==> src/rtl/uart_rx.sv <==
// rtl/uart_rx.sv - UART receiver with first-word-fall-through receive FIFO
// Optional even-parity support is enabled by defining UART_RX_PARITY_EN.
module uart_rx #(
    parameter int BAUD_DIV   = 16,
    parameter int FIFO_DEPTH = 16,
    parameter int ADDR_WIDTH = 4
) (
    input  logic                  clk,
    input  logic                  reset,
    input  logic                  rxd,
    input  logic                  r_en,
    input  logic                  ovr_clr,
    output logic [7:0]            r_data,
    output logic                  empty,
    output logic [ADDR_WIDTH:0]   count,
    output logic                  rxd_int,
    output logic                  frame_err,
`ifdef UART_RX_PARITY_EN
    output logic                  parity_err,
`endif
    output logic                  overrun
);

    localparam int CNT_W = $clog2(BAUD_DIV);
    localparam logic [CNT_W-1:0]    HALF_BIT = CNT_W'(BAUD_DIV / 2 - 1);
    localparam logic [CNT_W-1:0]    FULL_BIT = CNT_W'(BAUD_DIV - 1);
    localparam logic [ADDR_WIDTH:0] FULL_CNT = (ADDR_WIDTH + 1)'(FIFO_DEPTH);

    localparam logic [2:0] IDLE   = 3'd0;
    localparam logic [2:0] START  = 3'd1;
    localparam logic [2:0] DATA   = 3'd2;
    localparam logic [2:0] PARITY = 3'd3;
    localparam logic [2:0] STOP   = 3'd4;

    logic                  rxd_s1_q, rxd_s2_q, rxd_prev_q;
    logic [2:0]            state_q, state_d;
    logic [CNT_W-1:0]      cnt_q, cnt_d;
    logic [2:0]            bit_idx_q, bit_idx_d;
    logic [7:0]            shift_q, shift_d;
    logic                  par_bit_q, par_bit_d;
    logic                  push_req, ferr_d, perr_d;
    logic                  rxd_int_q, frame_err_q, perr_q, overrun_q, overrun_d;
    logic [7:0]            mem_q [FIFO_DEPTH];
    logic [ADDR_WIDTH-1:0] wr_ptr_q, rd_ptr_q;
    logic [ADDR_WIDTH:0]   count_q, count_d;
    logic                  full, pop, push_ok, ovr_event, timer_done, after_data_par;

    // Edge detect uses rxd_prev_q so a line stuck low never retriggers a frame.
    always_ff @(posedge clk or posedge reset) begin
        if (reset) begin
            rxd_s1_q   <= 1'b1;
            rxd_s2_q   <= 1'b1;
            rxd_prev_q <= 1'b1;
        end else begin
            rxd_s1_q   <= rxd;
            rxd_s2_q   <= rxd_s1_q;
            rxd_prev_q <= rxd_s2_q;
        end
    end

    assign timer_done = (cnt_q == '0);
`ifdef UART_RX_PARITY_EN
    assign after_data_par = 1'b1;
`else
    assign after_data_par = 1'b0;
`endif

    always_comb begin
        state_d   = state_q;
        cnt_d     = cnt_q;
        bit_idx_d = bit_idx_q;
        shift_d   = shift_q;
        par_bit_d = par_bit_q;
        push_req  = 1'b0;
        ferr_d    = 1'b0;
        perr_d    = 1'b0;
        case (state_q)
            IDLE: begin
                if (rxd_prev_q && !rxd_s2_q) begin
                    state_d = START;
                    cnt_d   = HALF_BIT;
                end
            end
            START: begin
                if (!timer_done) begin
                    cnt_d = cnt_q - 1'b1;
                end else if (!rxd_s2_q) begin
                    state_d   = DATA;
                    cnt_d     = FULL_BIT;
                    bit_idx_d = 3'd0;
                end else begin
                    state_d = IDLE;
                end
            end
            DATA: begin
                if (!timer_done) begin
                    cnt_d = cnt_q - 1'b1;
                end else begin
                    shift_d = {rxd_s2_q, shift_q[7:1]};
                    cnt_d   = FULL_BIT;
                    if (bit_idx_q == 3'd7) begin
                        state_d = after_data_par ? PARITY : STOP;
                    end else begin
                        bit_idx_d = bit_idx_q + 3'd1;
                    end
                end
            end
`ifdef UART_RX_PARITY_EN
            PARITY: begin
                if (!timer_done) begin
                    cnt_d = cnt_q - 1'b1;
                end else begin
                    par_bit_d = rxd_s2_q;
                    cnt_d     = FULL_BIT;
                    state_d   = STOP;
                end
            end
`endif
            STOP: begin
                if (!timer_done) begin
                    cnt_d = cnt_q - 1'b1;
                end else begin
                    state_d = IDLE;
                    if (!rxd_s2_q) begin
                        ferr_d = 1'b1;
                    end else if (after_data_par && (^{shift_q, par_bit_q})) begin
                        perr_d = 1'b1;
                    end else begin
                        push_req = 1'b1;
                    end
                end
            end
            default: state_d = IDLE;
        endcase
    end

    always_ff @(posedge clk or posedge reset) begin
        if (reset) begin
            state_q   <= IDLE;
            cnt_q     <= '0;
            bit_idx_q <= '0;
            shift_q   <= '0;
            par_bit_q <= 1'b0;
        end else begin
            state_q   <= state_d;
            cnt_q     <= cnt_d;
            bit_idx_q <= bit_idx_d;
            shift_q   <= shift_d;
            par_bit_q <= par_bit_d;
        end
    end

    // A pop frees the slot the simultaneous push needs, so full+pop never overruns.
    assign empty     = (count_q == '0);
    assign full      = (count_q == FULL_CNT);
    assign pop       = r_en && !empty;
    assign push_ok   = push_req && (!full || pop);
    assign ovr_event = push_req && full && !pop;
    assign overrun_d = ovr_event ? 1'b1 : (ovr_clr ? 1'b0 : overrun_q);

    always_comb begin
        count_d = count_q;
        case ({push_ok, pop})
            2'b10:   count_d = count_q + 1'b1;
            2'b01:   count_d = count_q - 1'b1;
            default: count_d = count_q;
        endcase
    end

    always_ff @(posedge clk) begin
        if (push_ok) begin
            mem_q[wr_ptr_q] <= shift_q;
        end
    end

    always_ff @(posedge clk or posedge reset) begin
        if (reset) begin
            wr_ptr_q    <= '0;
            rd_ptr_q    <= '0;
            count_q     <= '0;
            rxd_int_q   <= 1'b0;
            frame_err_q <= 1'b0;
            perr_q      <= 1'b0;
            overrun_q   <= 1'b0;
        end else begin
            if (push_ok) wr_ptr_q <= wr_ptr_q + ADDR_WIDTH'(1);
            if (pop)     rd_ptr_q <= rd_ptr_q + ADDR_WIDTH'(1);
            count_q     <= count_d;
            rxd_int_q   <= push_ok;
            frame_err_q <= ferr_d;
            perr_q      <= perr_d;
            overrun_q   <= overrun_d;
        end
    end

    assign r_data    = empty ? 8'h00 : mem_q[rd_ptr_q];
    assign count     = count_q;
    assign rxd_int   = rxd_int_q;
    assign frame_err = frame_err_q;
    assign overrun   = overrun_q;
`ifdef UART_RX_PARITY_EN
    assign parity_err = perr_q;
`endif

endmodule
==> config.mk <==
export PLATFORM = sky130hd
export DESIGN_NAME = uart_rx
export DESIGN_NICKNAME = d
export VERILOG_FILES = /design/src/rtl/uart_rx.sv
export SDC_FILE = /design/constraint.sdc
export NUM_CORES = 1
export LEC_CHECK = 0
export BUFFER_PORTS_ARGS = -buffer_cell sky130_fd_sc_hd__buf_2
export CAP_MARGIN = 10
export CORE_MARGIN = 2
export CORE_UTILIZATION = 56
export DETAILED_ROUTE_END_ITERATION = 8
export GPL_ROUTABILITY_DRIVEN = 0
export MAX_ROUTING_LAYER = met4
export PLACE_DENSITY = 0.73
export SLEW_MARGIN = 25
export SYNTH_ARGS = -nofsm -noshare
export SYNTH_HDL_FRONTEND = slang
export SYNTH_SLANG_ARGS = --single-unit
==> constraint.sdc <==
create_clock -name clk -period 3.8 [get_ports clk]
set_clock_uncertainty 0.1 [all_clocks]
set_input_delay 0.19 -clock clk [delete_from_list [all_inputs] [get_ports clk]]
set_output_delay 0.19 -clock clk [all_outputs]
set_load 0.005 [all_outputs]
==> run metrics <==
status=complete, no violations; vias in the first global route=3509; fin crit share=77.4%; Fillers=823; Max FO, Critical Path=26; GR Overflow Total=0; post-synth top area cell=edfxtp_1; met3 WL post-DR=605 µm; kind of critical path=reg2out; RSZ-0062 raised after global routing=no; Final WS setup=0.857 ns; DR WL met2=6.19 mm; top cells by area, synth=edfxtp_1, dfrtp_1, mux4_2, mux2i_1, ha_1; Slew Limit Fails=0; post-synth top area share=55.6%; Worst EP arrival=2.65 ns; flop2flop setup slack=0.88 ns; Worst Setup End Kind=output port; logic gate share of total power=4.0%; Sw Pwr=789 µW; largest net degree at the start of global routing=38; Critical Path Start Type=register; Final min period=2.94 ns; IO Count=22; Port Buffer Count=21; CTS buffer count=17; CTS sink cnt=165; Die Ht=115 µm; post-route ant nets=0; Worst IR Drop VDD=317 µV; Hold WC Path Type=in2reg; Post-synth EDFFs=128; Setup Fix Bufs, Post-CTS=0; DP Area=0.00712 mm²; Mean Syn Cell Area=17.3 µm²; worst hold endpoint=rd_ptr_q[0]; sw frac=19.8%; Pwr Total=3.98 mW; post-DR vias/cell=6.05; clock buffer depth=2; share of cells above drive strength 1=24.7%; final core utilization=64.8%; CP cell instances=buf_4 -> mux4_2 -> mux2i_1 -> o22ai_1 -> buf_2; Slew @ Worst Pin=1.02 ns; Final Hold Viols=0; pre-CTS setup slack=0.851 ns; Lkg Pwr=2.76 nW; Worst Min Path Start=r_en; Worst Path Required=3.51 ns; Unique masters post-synth=55; top-count cell post-synth=edfxtp_1; R2R Path Start=cnt_q[1]; top layer in use=met4; initial antenna violation count=0; final wirelength=12.6 mm; FF-to-FF path depth=7; PD cells=511 mW/mm²; GRT Total Usage=21.7%; Rel. slew slack=32.0%; Root Driver=clkbuf_16; die area=0.0133 mm²; Syn Std Cell Area=0.00691 mm²; worst stage delay on the critical path=0.60 ns; setup violators final=0; Synth Net Count=416; Synth Flop Type=edfxtp_1; Site Rows=40; Clk pwr share=45.9%; Final #Nets=440; Seq cells post-synth=165; Max-Cap Viols=0; asr flop ratio synth=22.4%; Core ar.=0.0120 mm²; Die W=115 µm; HPWL Detailed=8.14 mm; top cells by count, synth=edfxtp_1, dfrtp_1, mux4_2, mux2i_1, nor2_1; register share of total power=50.2%; r2r endpoint=mem_q[3][6]; clock latency on the worst-skew pair=0.42 ns; Reg clk slew, reported paths=0.06 ns; wire length per cell=21.7 µm; Max Fclk=340 MHz; diodes inserted=0; Internal Power=3.19 mW; final instance area=0.00779 mm²; Critical Path Slowest Stage Cell=mux4_2; DRT met1 WL=5.67 mm; Yosys warnings=0; Syn-to-layout area delta=12.6%; Post-Synthesis Cells=400; 1st-iter DRT viols=334; CTS tree=done; drc violations=0; Hold Path Stages=3; first-pass iteration count of the detailed router=5; via count=3531; H-tree levels=4; Initial Util=57.6%; sequential cell area fraction in the yosys report=69.0%; Setup TNS=0 ns; first-pass GRT wire length=19.9 mm
flip-flops by register name, summed over array words and instances (netlist names):
signal and flops:
rxd_prev_q 1, count 5, bit_idx_q 3, wr_ptr_q 4
rxd_s1_q 1, mem_q 128, rxd_s2_q 1, cnt_q 4
rd_ptr_q 4, frame_err 1, rxd_int 1, overrun 1
state_q 3, shift_q 8
metal layers:
metal / track usage, % / up-vias
li1: - / 1608
met1: 29.4 / 1807
met2: 33.1 / 103
met3: 3.85 / 13
met4: 8.67 / 0
met5: - / -
timing repair:
action                     4_1_cts  5_1_grt
hold endpoints to repair        36        0
setup endpoints to repair        0        0
gates resized for setup          0        0
hold buffers                     3        0
power by group through the flow:
| stage | sequential [mW] | clock (mW) | combinational (mW) |
|---|---|---|---|
| 2_1_floorplan | 2.01 | 0 | 0.140 |
| 3_3_place_gp | 2.03 | 0 | 0.146 |
| 3_5_place_dp | 2.03 | 0 | 0.157 |
| 4_1_cts | 1.99 | 1.85 | 0.159 |
| 5_1_grt | 2.00 | 1.91 | 0.180 |
| 6_report | 2.00 | 1.83 | 0.157 |
area by class of cell:
cell class	count	area [µm²]	area share, %
clock inverter	14	208	2.67
inverter	10	37.5	0.482
clock buffer	18	429	5.51
tap	147	184	2.36
sequential	165	4770	61.3
multi-input combinational	203	2000	25.6
timing repair buffer	27	158	2.02
stage by stage:
| stage | hold WS (ns) | instances |
|---|---|---|
| 2_1_floorplan | 0.0945 | 400 |
| 3_3_place_gp | 0.195 | 549 |
| 3_5_place_dp | 0.199 | 549 |
| 4_1_cts | 0.0497 | 584 |
| 5_1_grt | 0.0841 | 584 |
| 6_report | 0.0709 | 584 |
layout by cell type (no fill, tap or decap), types with 4 or more instances in the layout:
master | Yosys | layout
edfxtp_1 | 128 | 128
dfrtp_1 | 34 | 33
mux4_2 | 32 | 32
buf_2 | 7 | 21
mux2i_1 | 18 | 18
clkbuf_16 | 0 | 17
nor2_1 | 15 | 15
nand2_1 | 12 | 12
and2_1 | 12 | 12
ha_1 | 11 | 11
o21ai_0 | 10 | 10
inv_1 | 10 | 10
mux2_2 | 10 | 10
o22ai_1 | 10 | 10
xnor2_1 | 9 | 9
a21oi_1 | 6 | 6
bufinv_16 | 0 | 5
nand3_1 | 4 | 4
nor3_1 | 4 | 4
critical path: cells and delay by family (launching register included):
kind | cells | cell delay, ns
flip-flops | 1 | 0.57
multiplexers | 2 | 0.81
buffers and inverters | 2 | 0.69
AO/OA/AOI/OAI | 1 | 0.14
worst max-delay path by stage:
stage	from	to	slack, ns	cells past startpoint
global placement	cnt_q[0]	mem_q[11][5]	0.94	7
floorplan	count[1]	count[4]	1.09	12
finish	rd_ptr_q[0]	r_data[4]	0.86	5
CTS	rd_ptr_q[0]	r_data[4]	0.79	5
global route	cnt_q[1]	mem_q[3][6]	0.53	7
detailed placement	cnt_q[1]	mem_q[11][5]	0.85	7
logic make-up (layout without fill, tap and decap cells):
group / after synthesis / in the layout / synth area share [%]
flops: 165 / 165 / 69.0
fa+ha+maj: 11 / 11 / 1.99
xor+xnor: 12 / 12 / 1.52
mux: 61 / 61 / 14.9
compound gates: 44 / 44 / 4.47
simple gates: 75 / 75 / 6.03
buf+inv: 32 / 69 / 2.08
No activity file was read; power rests on OpenSTA's default activity.
